`src/rtl/fpu_rptr_pkg.sv`:
```
// Shared definitions for the fpu_rptr skid stage family.
// Latency: n/a (types and constants only).
// Backpressure: n/a.
// Contents: state_t (occupancy-encoded FSM state), WIDTH_DEF (default data width).
package fpu_rptr_pkg;

  localparam int WIDTH_DEF = 64;

  // State value doubles as the held-entry count driven on occ.
  typedef enum logic [1:0] {
    ST_EMPTY = 2'd0,
    ST_ONE   = 2'd1,
    ST_TWO   = 2'd2
  } state_t;

endpackage

```
`src/rtl/fpu_rptr_dffe.sv`:
```
// WIDTH-wide enabled data register, async active-low clear to zero.
// Latency: 1 cycle from en to q.
// Backpressure: none; q holds whenever en is low.
// Ports: clk, rst_l (async active-low), en (load strobe), d (next value), q (held value).
module fpu_rptr_dffe #(
  parameter int WIDTH = 64
) (
  input  logic             clk,
  input  logic             rst_l,
  input  logic             en,
  input  logic [WIDTH-1:0] d,
  output logic [WIDTH-1:0] q
);

  always_ff @(posedge clk or negedge rst_l) begin
    if (!rst_l) begin
      q <= '0;
    end else if (en) begin
      q <= d;
    end
  end

endmodule

```
`src/rtl/fpu_rptr_skid64.sv`:
```
// Two-entry skid buffer: main register drives out_*, skid register absorbs one beat.
// Latency: 1 cycle from accepted input to out_vld when empty; full 1/cycle throughput.
// Backpressure: in_rdy is registered and drops only when both entries are held.
// Ports: rclk, arst_l, flush; in_vld/in_data/in_rdy upstream; out_vld/out_data/out_rdy
//        downstream; occ = held entry count (0..2). All outputs come straight from flops.
module fpu_rptr_skid64
  import fpu_rptr_pkg::*;
#(
  parameter int WIDTH = WIDTH_DEF
) (
  input  logic             rclk,
  input  logic             arst_l,
  input  logic             flush,
  input  logic             in_vld,
  input  logic [WIDTH-1:0] in_data,
  output logic             in_rdy,
  output logic             out_vld,
  output logic [WIDTH-1:0] out_data,
  input  logic             out_rdy,
  output logic [1:0]       occ
);

  state_t           state, state_nxt;
  logic             in_rdy_q, out_vld_q;
  logic             acc_in, acc_out;
  logic             main_en, skid_en, main_sel_skid;
  logic [WIDTH-1:0] main_d, skid_q;

  // in_rdy_q is only high outside TWO, so an input can never land in a full stage.
  assign acc_in  = in_vld & in_rdy_q;
  assign acc_out = out_vld_q & out_rdy;

  always_comb begin
    state_nxt     = state;
    main_en       = 1'b0;
    skid_en       = 1'b0;
    main_sel_skid = 1'b0;
    case (state)
      ST_EMPTY: begin
        if (acc_in) begin
          state_nxt = ST_ONE;
          main_en   = 1'b1;
        end
      end
      ST_ONE: begin
        case ({acc_in, acc_out})
          2'b10:   begin state_nxt = ST_TWO;   skid_en = 1'b1; end
          2'b01:   begin state_nxt = ST_EMPTY;                 end
          2'b11:   begin state_nxt = ST_ONE;   main_en = 1'b1; end
          default: begin state_nxt = ST_ONE;                   end
        endcase
      end
      ST_TWO: begin
        if (acc_out) begin
          state_nxt     = ST_ONE;
          main_en       = 1'b1;
          main_sel_skid = 1'b1;
        end
      end
      default: state_nxt = ST_EMPTY;
    endcase
    // Flush wins over any same-cycle transfer; data registers keep their contents.
    if (flush) begin
      state_nxt = ST_EMPTY;
      main_en   = 1'b0;
      skid_en   = 1'b0;
    end
  end

  assign main_d = main_sel_skid ? skid_q : in_data;

  // Handshake flags are registered copies of the next-state decode.
  always_ff @(posedge rclk or negedge arst_l) begin
    if (!arst_l) begin
      state     <= ST_EMPTY;
      in_rdy_q  <= 1'b1;
      out_vld_q <= 1'b0;
    end else begin
      state     <= state_nxt;
      in_rdy_q  <= (state_nxt != ST_TWO);
      out_vld_q <= (state_nxt != ST_EMPTY);
    end
  end

  fpu_rptr_dffe #(.WIDTH(WIDTH)) u_main (
    .clk   (rclk),
    .rst_l (arst_l),
    .en    (main_en),
    .d     (main_d),
    .q     (out_data)
  );

  fpu_rptr_dffe #(.WIDTH(WIDTH)) u_skid (
    .clk   (rclk),
    .rst_l (arst_l),
    .en    (skid_en),
    .d     (in_data),
    .q     (skid_q)
  );

  assign in_rdy  = in_rdy_q;
  assign out_vld = out_vld_q;
  assign occ     = state;

endmodule

```
`config.mk`:
```
export PLATFORM = sky130hd
export DESIGN_NAME = fpu_rptr_skid64
export DESIGN_NICKNAME = d
export VERILOG_FILES = /design/src/rtl/fpu_rptr_pkg.sv /design/src/rtl/fpu_rptr_dffe.sv /design/src/rtl/fpu_rptr_skid64.sv
export SDC_FILE = /design/constraint.sdc
export NUM_CORES = 1
export LEC_CHECK = 0
export BUFFER_PORTS_ARGS = -buffer_cell sky130_fd_sc_hd__buf_2
export CAP_MARGIN = 20
export CORE_ASPECT_RATIO = 1.4
export CORE_MARGIN = 5
export CORE_UTILIZATION = 50
export CTS_CLUSTER_DIAMETER = 30
export DETAILED_ROUTE_END_ITERATION = 16
export PLACE_DENSITY = 0.75
export SETUP_SLACK_MARGIN = 0.5
export SLEW_MARGIN = 5
export SYNTH_ARGS = -nofsm -noshare
export SYNTH_HDL_FRONTEND = slang
export SYNTH_SLANG_ARGS = --single-unit
```
`constraint.sdc`:
```
create_clock -name rclk -period 1.7 [get_ports rclk]
set_input_delay 0.17 -clock rclk [delete_from_list [all_inputs] [get_ports rclk]]
set_output_delay 0.17 -clock rclk [all_outputs]
set_load 0.01 [all_outputs]
```
Word-level counts from Yosys, hierarchy flattened:

Index checks and enable logic that the tools add are counted.

* flip-flop bits (word level): 132
* bits in latches: 0
* RAM bits: 0
* bits in read-only memories: 0
* bits of input ports: 69
* memories: 0

* add/sub/neg operators: 0
* $mul: 0
* divide/modulo/power cells: 0
* $lt $le $gt $ge: 0
* equality and inequality tests: 6
* shift operators: 0
* mux-type cells: 15
* bitwise operators: 2
* reductions and logical operators: 2

Operators with widths (number)
* two-way mux 64 bit: 1
* two-way mux 1 bit: 8
* equality test 2 bit, second input constant: 3
* two-way mux 2 bit: 3
* case mux 2 bit (3 select lines): 1
* equality test 2 x 1 -> 1 bit, second input constant: 2
* case mux 2 bit (2 select lines): 1
* case mux 1 bit (3 select lines): 1
* AND 1 bit: 2
* zero test 2 bit: 1
* != test 2 bit, second input constant: 1
* nonzero test 2 bit: 1

Longest topological paths before layout:

Gate-level depths: netlist of run 1.

* depth in word-level cells: 6
* depth in mapped cells: 5
* depth with buffers taken out: 3

Hierarchy:

Synthesis of run 1 repeated with hierarchy kept, for this count alone.

* cells, all modules: 362
* area total of the unflattened synthesis: 6580.1 µm²

By module, submodules not included
* fpu_rptr_dffe: times used 2, cells each 135, area an instance 2678.8 µm², sequential area each 1601.5 µm²
* fpu_rptr_skid64: times used 1, cells each 92, area an instance 1222.4 µm², sequential area each 101.3 µm²

Worst setup path after synthesis of run 1:

No wires, ideal clock.

* kind: register to register
* start: reg in_rdy_q (netlist: in_rdy)
* end: reg u_skid.q[10]
* library setup time: 127 ps
* arrival: 1408 ps
* path slack: 165 ps
* cell stages (with the launch flop): 5
* clock period less this slack: 1535 ps
* path through: dfstp_2 > and4bb_1 > nand2_4 > buf_6 > mux2_1

* cells in the longest elaborated chain, start to end: 5

RTL lines
* start, declared: RTL line fpu_rptr_skid64.sv:24 `logic in_rdy_q, out_vld_q;`
* start signal, assigned: RTL line fpu_rptr_skid64.sv:80 `in_rdy_q <= (state_nxt != ST_TWO);`
* AND 1 bit: RTL line fpu_rptr_skid64.sv:30 `assign acc_in = in_vld & in_rdy_q;`
* equality test 2 bit: RTL line fpu_rptr_skid64.sv:46 `case ({acc_in, acc_out})`
* two-way mux 1 bit: RTL line fpu_rptr_skid64.sv:46
* two-way mux 1 bit: RTL line fpu_rptr_skid64.sv:38 `case (state)`
* two-way mux 1 bit: RTL line fpu_rptr_skid64.sv:63 `if (flush) begin`
* end signal, assigned: RTL line fpu_rptr_dffe.sv:17 `q <= '0;`
* end signal, assigned: RTL line fpu_rptr_dffe.sv:19 `q <= d;`
* end, declared: RTL line fpu_rptr_dffe.sv:12 `output logic [WIDTH-1:0] q`

No other way between the ends.
A chain may end at the register's enable or synchronous reset.

Final worst setup path of run 1:

* start: reg in_rdy_q (netlist: in_rdy)
* end: reg u_main.q[63]

* cells in the longest elaborated chain, start to end: 5

RTL lines (RTL line)
* AND 1 bit (*): fpu_rptr_skid64.sv:30
* equality test 2 bit: fpu_rptr_skid64.sv:46
* two-way mux 1 bit: fpu_rptr_skid64.sv:46
* case mux 1 bit (3 select lines) (*): fpu_rptr_skid64.sv:38
* two-way mux 1 bit (*): fpu_rptr_skid64.sv:63
* end signal, assigned: fpu_rptr_dffe.sv:17
* end signal, assigned: fpu_rptr_dffe.sv:19
* end, declared: fpu_rptr_dffe.sv:12

Every way passes the cells marked *; elsewhere a longest branch is shown, timed or not.

==> results by group, run 1 <==
Timing
  – Worst-case headroom to the max-slew limit: 72.6%
  – Number of hold violations in the final report: 0
  – Max Transition Viols Final: 0
  – Tmin final: 1.62 ns
  – Pin slew with the least headroom to its limit: 0.411 ns
  – Achievable frequency: 619 MHz
  – Setup Skew: 0.00612 ns
  – Post-Route Setup TNS: 0 ns
  – Setup violators final: 0
  – Unrepaired setup endpoints after global routing: yes
  – Fin Hold WS: 0.0170 ns
  – Final worst path period share: 95.0%

Die
  – Count of pins on the block boundary: 137
  – Die Footprint: 13,200 µm²
  – Die Ht: 134 µm
  – Effective utilization at floorplan: 51.0%
  – Floorplan core area: 10,800 µm²
  – Total number of placement rows: 45
  – Horizontal die dimension: 98.7 µm

Clocking
  – Buffer type at the clock tree root: sky130_fd_sc_hd__clkbuf_16
  – Maximum count of clock buffers along a single path: 2
  – Number of sinks handled by clock tree synthesis: 132
  – Register clock-pin slew on the reported worst setup and hold paths: 0.06 ns
  – Clock latency of the later-clocked register in the worst-skew pair: 0.41 ns
  – Clock tree from TritonCTS: done
  – Depth of the CTS H-tree: 4
  – TritonCTS buffer count: 17

Min path
  – Type of the tightest min-delay check: input port to register
  – Number of instances on the worst hold path: 2
  – Worst Hold Endpoint: u_skid.q[23]
  – Hold_sp: in_data[23]

Placed design
  – Gp weighted congestion: 0.819
  – Count of buffers inserted at the top-level ports: 136
  – Half-perimeter wire length after detailed placement: 8590 µm

Global routing
  – Total global routing track utilization: 23.2%
  – Number of antenna violations at the first check in global routing: 0
  – GR Overflow Total: 0
  – Vias in the first global route: 4,696
  – Maximum number of pins on one net before global-route repair: 58
  – Global-route wire length before repair: 24,300 µm

Synth
  – Number of instances in the synthesized netlist: 375
  – Net count of the mapped netlist: 444
  – Cell taking the most area after synthesis: sky130_fd_sc_hd__dfrtp_1
  – Distinct cells, synth: 26
  – Warnings, synthesis: 0
  – Number of synthesized register bits: 132
  – Prevailing post-synth register cell: sky130_fd_sc_hd__dfrtp_1
  – Cell Area, Synth: 5510 µm²
  – Number of flops mapped to enable cells by yosys: 0
  – Fraction of registers with async set/reset: 100%
  – Cell types occupying the most area after synthesis: sky130_fd_sc_hd__dfrtp_1 (60%), sky130_fd_sc_hd__o221a_1 (13%), sky130_fd_sc_hd__mux2_1 (12%), sky130_fd_sc_hd__or3_1 (7.3%), sky130_fd_sc_hd__buf_6 (2.7%)
  – Sequential share of the synthesized area: 60.0%
  – Syn Area/Cell: 14.7 µm²
  – Fraction of synthesized cell area taken by the top area cell type: 59.5%

Setup path
  – Crit-path slowest cell: sky130_fd_sc_hd__dfstp_2
  – Capturing point of the worst reg2reg path: u_main.q[63]
  – Startpoint of the most critical register-to-register path: in_rdy
  – Largest driver fanout on the critical path: 34
  – CP endpoint kind: register
  – Data arrival time at the worst-slack endpoint: 1.90 ns
  – Max incr delay on CP: 0.54 ns
  – Setup Crit Path Kind: register to register
  – Sort of element at the start of the critical path: register
  – Worst Path Required: 1.99 ns
  – Worst r2r path cells: 5
  – Series of cell instances along the critical path: buf_4, nand4bb_4, buf_12, or3_1, o221a_1
  – FF-to-FF setup slack: 0.08 ns

Cells and area
  – Area added between synthesis and finish: 43.0%
  – Share of post-route cells with drive strength above 1: 36.1%
  – Layout fillers: 692
  – Number of diodes: 0
  – Leading cell type in the layout, fill and taps excluded: sky130_fd_sc_hd__buf_2
  – Most used cells in the layout excluding fill and tap cells: sky130_fd_sc_hd__buf_2 (131), sky130_fd_sc_hd__dfrtp_1 (128), sky130_fd_sc_hd__or3_1 (64), sky130_fd_sc_hd__o221a_1 (64)
  – Final Net Count: 654

Detailed routing
  – Iteration-0 DRC Markers: 178
  – Vias: 4,238
  – Final wirelength: 15,000 µm
  – Via density: 5.73
  – Wire length per cell: 20.2 µm
  – Drt pass-1 iters: 4
  – Residual antenna-violating net count after detailed routing: 0
  – Number of design rule violations left after detail routing: 0

Run
  – Max Cap Violations: 0

Power and ir drop
  – P_leak: 3.41 nW
  – Cell Pwr Density: 1470 nW/µm²
  – VDD IR-drop max: 0.000786 V

Status
  – Result of the run: finished clean
## sequential cells by signal, indices dropped and copies added (netlist names)
signal    flops
occ           2
u_skid.q     64
u_main.q     64
in_rdy        1
out_vld       1
## stage by stage
stage	util (%)	setup slack (ns)	instance area, µm²	power, mW	cells
floorplan	-	0.173	5530	6.44	375
global placement	59.1	0.140	6380	7.39	632
detailed placement	59.1	0.105	6380	7.56	632
CTS	72.3	0.110	7810	11.6	735
global route	72.9	0.0462	7880	12.2	739
finish	72.9	0.0845	7880	11.6	739
## per-layer routing
metal  track usage (%)  share of wire [%]
met5                 0                  0
met4              11.5                2.9
met3              5.10                5.1
met2              38.4                 52
met1              28.7                 40
## power breakdown
part           internal (mW)  total [mW]  switching, mW
registers               4.40        5.16          0.757
logic                   1.51        2.70           1.19
clock network           2.32        3.74           1.42
total                   8.23        11.6           3.37
## synthesized netlist by cell type (all sizes together), types with 2 or more instances
cell type	number
mux2	64
o221a	64
buf	16
clkbuf	18
dfrtp	131
or3	64
nand2	3
a21oi	2
## cell families after synthesis
group	count (synthesis)	share of synthesized area, %
DFF	132	60.0
and+or+nand+nor	73	8.56
muxes	64	13.1
buffers and inverters	34	4.18
xor gates and xnor gates	1	0.159
AOI/OAI and AO/OA	71	14.0
## cell type report
| class | instances | area [µm²] | area share, % |
|---|---|---|---|
| timing repair buffer | 225 | 1740 | 22.1 |
| sequential | 132 | 3310 | 42.0 |
| clock buffer | 18 | 429 | 5.45 |
| clock inverter | 14 | 180 | 2.29 |
| multi-input combinational | 209 | 2040 | 25.9 |
| tap | 141 | 176 | 2.24 |
## worst max-delay path: cells and delay by family, from the launching register on
kind	cells	cell delay, ns
flip-flops	1	0.54
AND/OR/NAND/NOR	2	0.49
buffers and inverters	2	0.31
AO/OA/AOI/OAI	1	0.15
## worst max-delay path by stage
stage                       from           end  slack (ns)  cells after the start
after floorplan           in_rdy  u_skid.q[10]        0.17                      4
after global placement    in_rdy  u_skid.q[19]        0.14                      4
after detailed placement  in_rdy  u_skid.q[57]        0.10                      4
after CTS                 in_rdy  u_skid.q[44]        0.11                      4
after global routing      in_rdy  u_main.q[63]        0.05                      5
final                     in_rdy  u_main.q[63]        0.08                      5
## what timing repair did
item,CTS,global route
cloned,3,0
pin swaps,1,2
resized for setup,17,9
endpoints found under the setup margin,132,135
buffers inserted,8,4
hold buffers,60,0
endpoints found under the hold margin,84,0
No activity file was read; power rests on OpenSTA's default activity.
==> run 2, diff against run 1 <==
--- a/config.mk
+++ b/config.mk
@@ -8,11 +8,11 @@
 export BUFFER_PORTS_ARGS = -buffer_cell sky130_fd_sc_hd__buf_2
 export CAP_MARGIN = 20
 export CORE_ASPECT_RATIO = 1.4
-export CORE_MARGIN = 5
 export CORE_UTILIZATION = 50
 export CTS_CLUSTER_DIAMETER = 30
 export DETAILED_ROUTE_END_ITERATION = 16
 export PLACE_DENSITY = 0.75
+export RECOVER_POWER = 50
 export SETUP_SLACK_MARGIN = 0.5
 export SLEW_MARGIN = 5
 export SYNTH_ARGS = -nofsm -noshare
==> results by group, run 2 (same netlist as run 1, synthesis figures left out) <==
Power and ir drop
  – Proportion of power drawn by the clock network: 33.3%
  – VDD IR-drop max: 0.000971 V
  – Switching Fraction: 27.8%
  – Switching power: 3.20 mW
  – Cell Pwr Density: 1490 nW/µm²
  – Combinational group share of total power: 21.9%
  – P_leak: 3.31 nW
  – Final total power: 11.5 mW
  – Relative contribution of sequential cells to total power: 44.8%
  – Cell Int Power: 8.31 mW

Setup path
  – Series of cell instances along the critical path: buf_4, nand4bb_2, buf_6, or3_1, o221a_1
  – Sort of element at the start of the critical path: register
  – Max incr delay on CP: 0.55 ns
  – FF-to-FF setup slack: 0.05 ns
  – Setup Crit Path Kind: register to register
  – Crit-path slowest cell: sky130_fd_sc_hd__dfstp_2
  – Data arrival time at the worst-slack endpoint: 1.95 ns
  – Largest driver fanout on the critical path: 36
  – Worst Path Required: 1.99 ns
  – CP endpoint kind: register
  – Critical path's top delay family: flip-flops
  – Number of buffers and inverters on the critical path: 2

Placed design
  – Gp weighted congestion: 0.756
  – Count of buffers inserted at the top-level ports: 136
  – Half-perimeter wire length after detailed placement: 8050 µm
  – Worst setup timing slack at the placement stage: 0.00525 ns
  – Post-placement cell area: 6370 µm²
  – Placed cell count: 632

Timing
  – Max Transition Viols Final: 0
  – Setup Skew: 0.00690 ns
  – Worst path setup slack after routing: 0.0451 ns
  – Number of hold violations in the final report: 0
  – Worst-case headroom to the max-slew limit: 44.0%
  – Unrepaired setup endpoints after global routing: yes
  – Pin slew with the least headroom to its limit: 0.840 ns
  – Fin Hold WS: 0.0141 ns
  – Tmin final: 1.65 ns
  – Setup violators final: 0
  – Final worst path period share: 97.3%
  – Post-Route Setup TNS: 0 ns
  – Achievable frequency: 604 MHz

Global routing
  – Vias in the first global route: 4,505
  – Maximum number of pins on one net before global-route repair: 52
  – Total global routing track utilization: 25.8%
  – GR Overflow Total: 0
  – Global-route wire length before repair: 22,900 µm
  – Number of antenna violations at the first check in global routing: 0

Die
  – Die Footprint: 11,400 µm²
  – Horizontal die dimension: 90.7 µm
  – Total number of placement rows: 45
  – Effective utilization at floorplan: 51.0%
  – Floorplan core area: 10,800 µm²
  – Count of pins on the block boundary: 137
  – Die Ht: 126 µm

Cells and area
  – Sequential cell area: 3310 µm²
  – Most used cells in the layout excluding fill and tap cells: sky130_fd_sc_hd__dfrtp_1 (129), sky130_fd_sc_hd__buf_2 (100), sky130_fd_sc_hd__or3_1 (64), sky130_fd_sc_hd__o221a_1 (64), sky130_fd_sc_hd__mux2_1 (60)
  – Non-filler cells in the finished layout: 734
  – Total area of multi-input combinational cells: 2010 µm²
  – Final Cell Area: 7730 µm²
  – Number of diodes: 0
  – Layout fillers: 733
  – Final Net Count: 651
  – Area added between synthesis and finish: 40.3%
  – Leading cell type in the layout, fill and taps excluded: sky130_fd_sc_hd__dfrtp_1
  – Core Util, Final: 71.5%
  – Share of post-route cells with drive strength above 1: 29.2%

Min path
  – Type of the tightest min-delay check: input port to register

Clocking
  – Number of sinks handled by clock tree synthesis: 132
  – Buffer type at the clock tree root: sky130_fd_sc_hd__clkbuf_16
  – Depth of the CTS H-tree: 4
  – Clock latency of the later-clocked register in the worst-skew pair: 0.41 ns
  – Clock tree from TritonCTS: done
  – Maximum count of clock buffers along a single path: 2
  – TritonCTS buffer count: 17
  – Register clock-pin slew on the reported worst setup and hold paths: 0.06 ns

Detailed routing
  – Drt pass-1 iters: 4
  – Via density: 5.80
  – Vias: 4,257
  – Wire length per cell: 19.6 µm
  – Final wirelength: 14,400 µm
  – Number of design rule violations left after detail routing: 0
  – Residual antenna-violating net count after detailed routing: 0
  – Iteration-0 DRC Markers: 231

Status
  – Result of the run: finished clean

Run
  – Max Cap Violations: 0
## run 2: worst reg2reg max path: cells and delay by family (launching register included)
kind	cells	cell delay [ns]
and+or+nand+nor	2	0.53
buffers and inverters	2	0.32
AOI/OAI and AO/OA	1	0.14
DFF	1	0.55
## run 2: worst paths after layout
kind                              start           end  cells past startpoint
max                              in_rdy   u_main.q[6]                      5
min                         in_data[40]  u_skid.q[40]                      2
max reg2reg                      in_rdy   u_main.q[6]                      5
min reg2reg                u_skid.q[58]  u_skid.q[58]                      1
max in group asynchronous        arst_l   u_skid.q[5]                      3
min in group asynchronous        arst_l  u_skid.q[50]                      2
## run 2: area by class of cell
class	instances	area share [%]
Clock inverter	9	1.98
Timing Repair Buffer	222	20.9
Sequential cell	132	42.8
Multi-Input combinational cell	209	26.0
Clock buffer	21	6.09
Tap cell	141	2.28
## run 2: power groups by stage
stage          clock network [mW]  logic, mW  registers, mW
2_1_floorplan                   0       1.25           5.19
3_3_place_gp                    0       2.30           5.06
3_5_place_dp                    0       2.41           5.13
4_1_cts                      3.89       2.57           5.11
5_1_grt                      4.03       2.74           5.29
6_report                     3.84       2.52           5.16
## run 2: timing repair
action                                 CTS  global route
buffers inserted                         4             5
hold buffers                            58             1
endpoints found under the hold margin  188             1
pin swaps                                2             3
setup endpoints to repair              131           131
cloned                                   1             3
gates resized for setup                  3             6
## run 2: metal layers
layer | up-vias | global-route usage, % | share of wire, %
met5 | - | 0 | 0
met4 | 0 | 9.68 | 1.9
met3 | 24 | 6.76 | 5.2
met2 | 166 | 44.1 | 52
met1 | 2192 | 31.4 | 41
li1 | 1875 | - | -
==> run 3, diff against run 2 <==
--- a/config.mk
+++ b/config.mk
@@ -7,7 +7,7 @@
 export LEC_CHECK = 0
 export BUFFER_PORTS_ARGS = -buffer_cell sky130_fd_sc_hd__buf_2
 export CAP_MARGIN = 20
-export CORE_ASPECT_RATIO = 1.4
+export CORE_ASPECT_RATIO = 0.8
 export CORE_UTILIZATION = 50
 export CTS_CLUSTER_DIAMETER = 30
 export DETAILED_ROUTE_END_ITERATION = 16
==> results by group, run 3 (same netlist as run 1, synthesis figures left out) <==
Status
  – Result of the run: complete, but fails checks
  – Violated checks: setup timing

Die
  – Count of pins on the block boundary: 137
  – Total number of placement rows: 33
  – Effective utilization at floorplan: 52.5%
  – Horizontal die dimension: 119 µm
  – Die Footprint: 11,400 µm²
  – Die Ht: 95.9 µm
  – Floorplan core area: 10,500 µm²

Placed design
  – Gp weighted congestion: 0.802
  – Count of buffers inserted at the top-level ports: 136
  – Worst setup timing slack at the placement stage: 0.000903 ns
  – Placed cell count: 631
  – Half-perimeter wire length after detailed placement: 8320 µm
  – Post-placement cell area: 6380 µm²

Timing
  – Max Transition Viols Final: 0
  – Final worst path period share: 100%
  – Number of hold violations in the final report: 0
  – Achievable frequency: 588 MHz
  – Setup Skew: 0.00544 ns
  – Worst path setup slack after routing: -0.00211 ns
  – Unrepaired setup endpoints after global routing: yes
  – Tmin final: 1.70 ns
  – Setup violators final: 2
  – Fin Hold WS: 0.0121 ns
  – Pin slew with the least headroom to its limit: 0.712 ns
  – Post-Route Setup TNS: -0.00317 ns
  – Worst-case headroom to the max-slew limit: 52.6%

Run
  – Max Cap Violations: 0

Min path
  – Type of the tightest min-delay check: input port to register
  – Hold_sp: flush

Setup path
  – Largest driver fanout on the critical path: 8
  – FF-to-FF setup slack: -0.002 ns
  – Startpoint of the most critical register-to-register path: occ[1]
  – Sort of element at the start of the critical path: register
  – CP endpoint kind: register
  – Worst setup path start: occ[1]
  – Series of cell instances along the critical path: and4bb_2, buf_6, a22o_4, buf_12, clkbuf_16, o221a_1
  – Crit-path slowest cell: sky130_fd_sc_hd__dfrtp_2
  – Setup Crit Path Kind: register to register
  – Worst Path Required: 2.00 ns
  – Worst r2r path cells: 6
  – Max incr delay on CP: 0.38 ns
  – Critical path destination: u_main.q[10]
  – Data arrival time at the worst-slack endpoint: 2.00 ns
  – Capturing point of the worst reg2reg path: u_main.q[10]

Clocking
  – Clock latency of the later-clocked register in the worst-skew pair: 0.42 ns
  – Register clock-pin slew on the reported worst setup and hold paths: 0.06 ns
  – Depth of the CTS H-tree: 4
  – Clock tree from TritonCTS: done
  – Maximum count of clock buffers along a single path: 2
  – TritonCTS buffer count: 17
  – Number of sinks handled by clock tree synthesis: 132
  – Buffer type at the clock tree root: sky130_fd_sc_hd__clkbuf_16

Cells and area
  – Final Cell Area: 7900 µm²
  – Most used cells in the layout excluding fill and tap cells: sky130_fd_sc_hd__dfrtp_1 (129), sky130_fd_sc_hd__buf_2 (99), sky130_fd_sc_hd__or3_1 (64), sky130_fd_sc_hd__o221a_1 (64), sky130_fd_sc_hd__mux2_1 (60)
  – Core Util, Final: 75.3%
  – Leading cell type in the layout, fill and taps excluded: sky130_fd_sc_hd__dfrtp_1
  – Final Net Count: 661
  – Layout fillers: 683
  – Share of post-route cells with drive strength above 1: 31.1%
  – Number of diodes: 0
  – Area added between synthesis and finish: 43.4%
  – Non-filler cells in the finished layout: 744

Detailed routing
  – Residual antenna-violating net count after detailed routing: 0
  – Number of design rule violations left after detail routing: 0
  – Final wirelength: 15,400 µm
  – Vias: 4,261
  – Via density: 5.73
  – Drt pass-1 iters: 4
  – Iteration-0 DRC Markers: 284
  – Wire length per cell: 20.6 µm

Global routing
  – Global-route wire length before repair: 22,700 µm
  – GR Overflow Total: 0
  – Total global routing track utilization: 26.4%
  – Number of antenna violations at the first check in global routing: 0
  – Maximum number of pins on one net before global-route repair: 65
  – Vias in the first global route: 4,332

Power and ir drop
  – Cell Pwr Density: 1480 nW/µm²
  – VDD IR-drop max: 0.000922 V
  – Final total power: 11.7 mW
  – P_leak: 3.39 nW
run 3: worst min-delay path by stage:
stage,slack (ns),to,cells after the start
6_report,0.01,out_vld,2
3_3_place_gp,0.02,u_main.q[32],1
4_1_cts,-0.005,out_vld,2
3_5_place_dp,0.02,u_main.q[32],1
5_1_grt,-0.0009,u_skid.q[18],2
2_1_floorplan,-0.13,occ[0],0
run 3: area by class of cell:
class | instances | area (µm²) | share of cell area [%]
Timing Repair Buffer | 232 | 1780 | 22.5
Multi-Input combinational cell | 209 | 2020 | 25.5
Clock inverter | 12 | 179 | 2.27
Clock buffer | 19 | 443 | 5.61
Tap cell | 140 | 175 | 2.22
Sequential cell | 132 | 3310 | 41.9
run 3: worst max-delay path, delay by kind of cell (launching register included):
kind,cells,cell delay [ns]
buffers and inverters,3,0.47
AOI/OAI and AO/OA,2,0.45
DFF,1,0.38
and+or+nand+nor,1,0.29
run 3: timing repair:
action | CTS | global route
setup buffers | 9 | 8
pin swaps | 0 | 9
hold endpoints to repair | 187 | 1
cloned | 1 | 7
setup endpoints to repair | 132 | 135
resized for setup | 2 | 16
hold buffers | 56 | 1
run 3: power by group:
| group | switching (mW) | leakage [nW] | total (mW) | internal, mW |
|---|---|---|---|---|
| registers | 0.768 | 1.52 | 5.17 | 4.40 |
| logic | 1.21 | 1.56 | 2.68 | 1.47 |
| clock network | 1.37 | 0.307 | 3.86 | 2.49 |
| total | 3.35 | 3.39 | 11.7 | 8.35 |
run 3: metal layers:
metal  up-vias  wire length [µm]  GRT usage, %
met1      2199              6930          35.2
li1       1898                 -             -
met2       143              7400          42.7
met3        21               839          6.93
met4         0               185          8.44
met5         -                 0             0
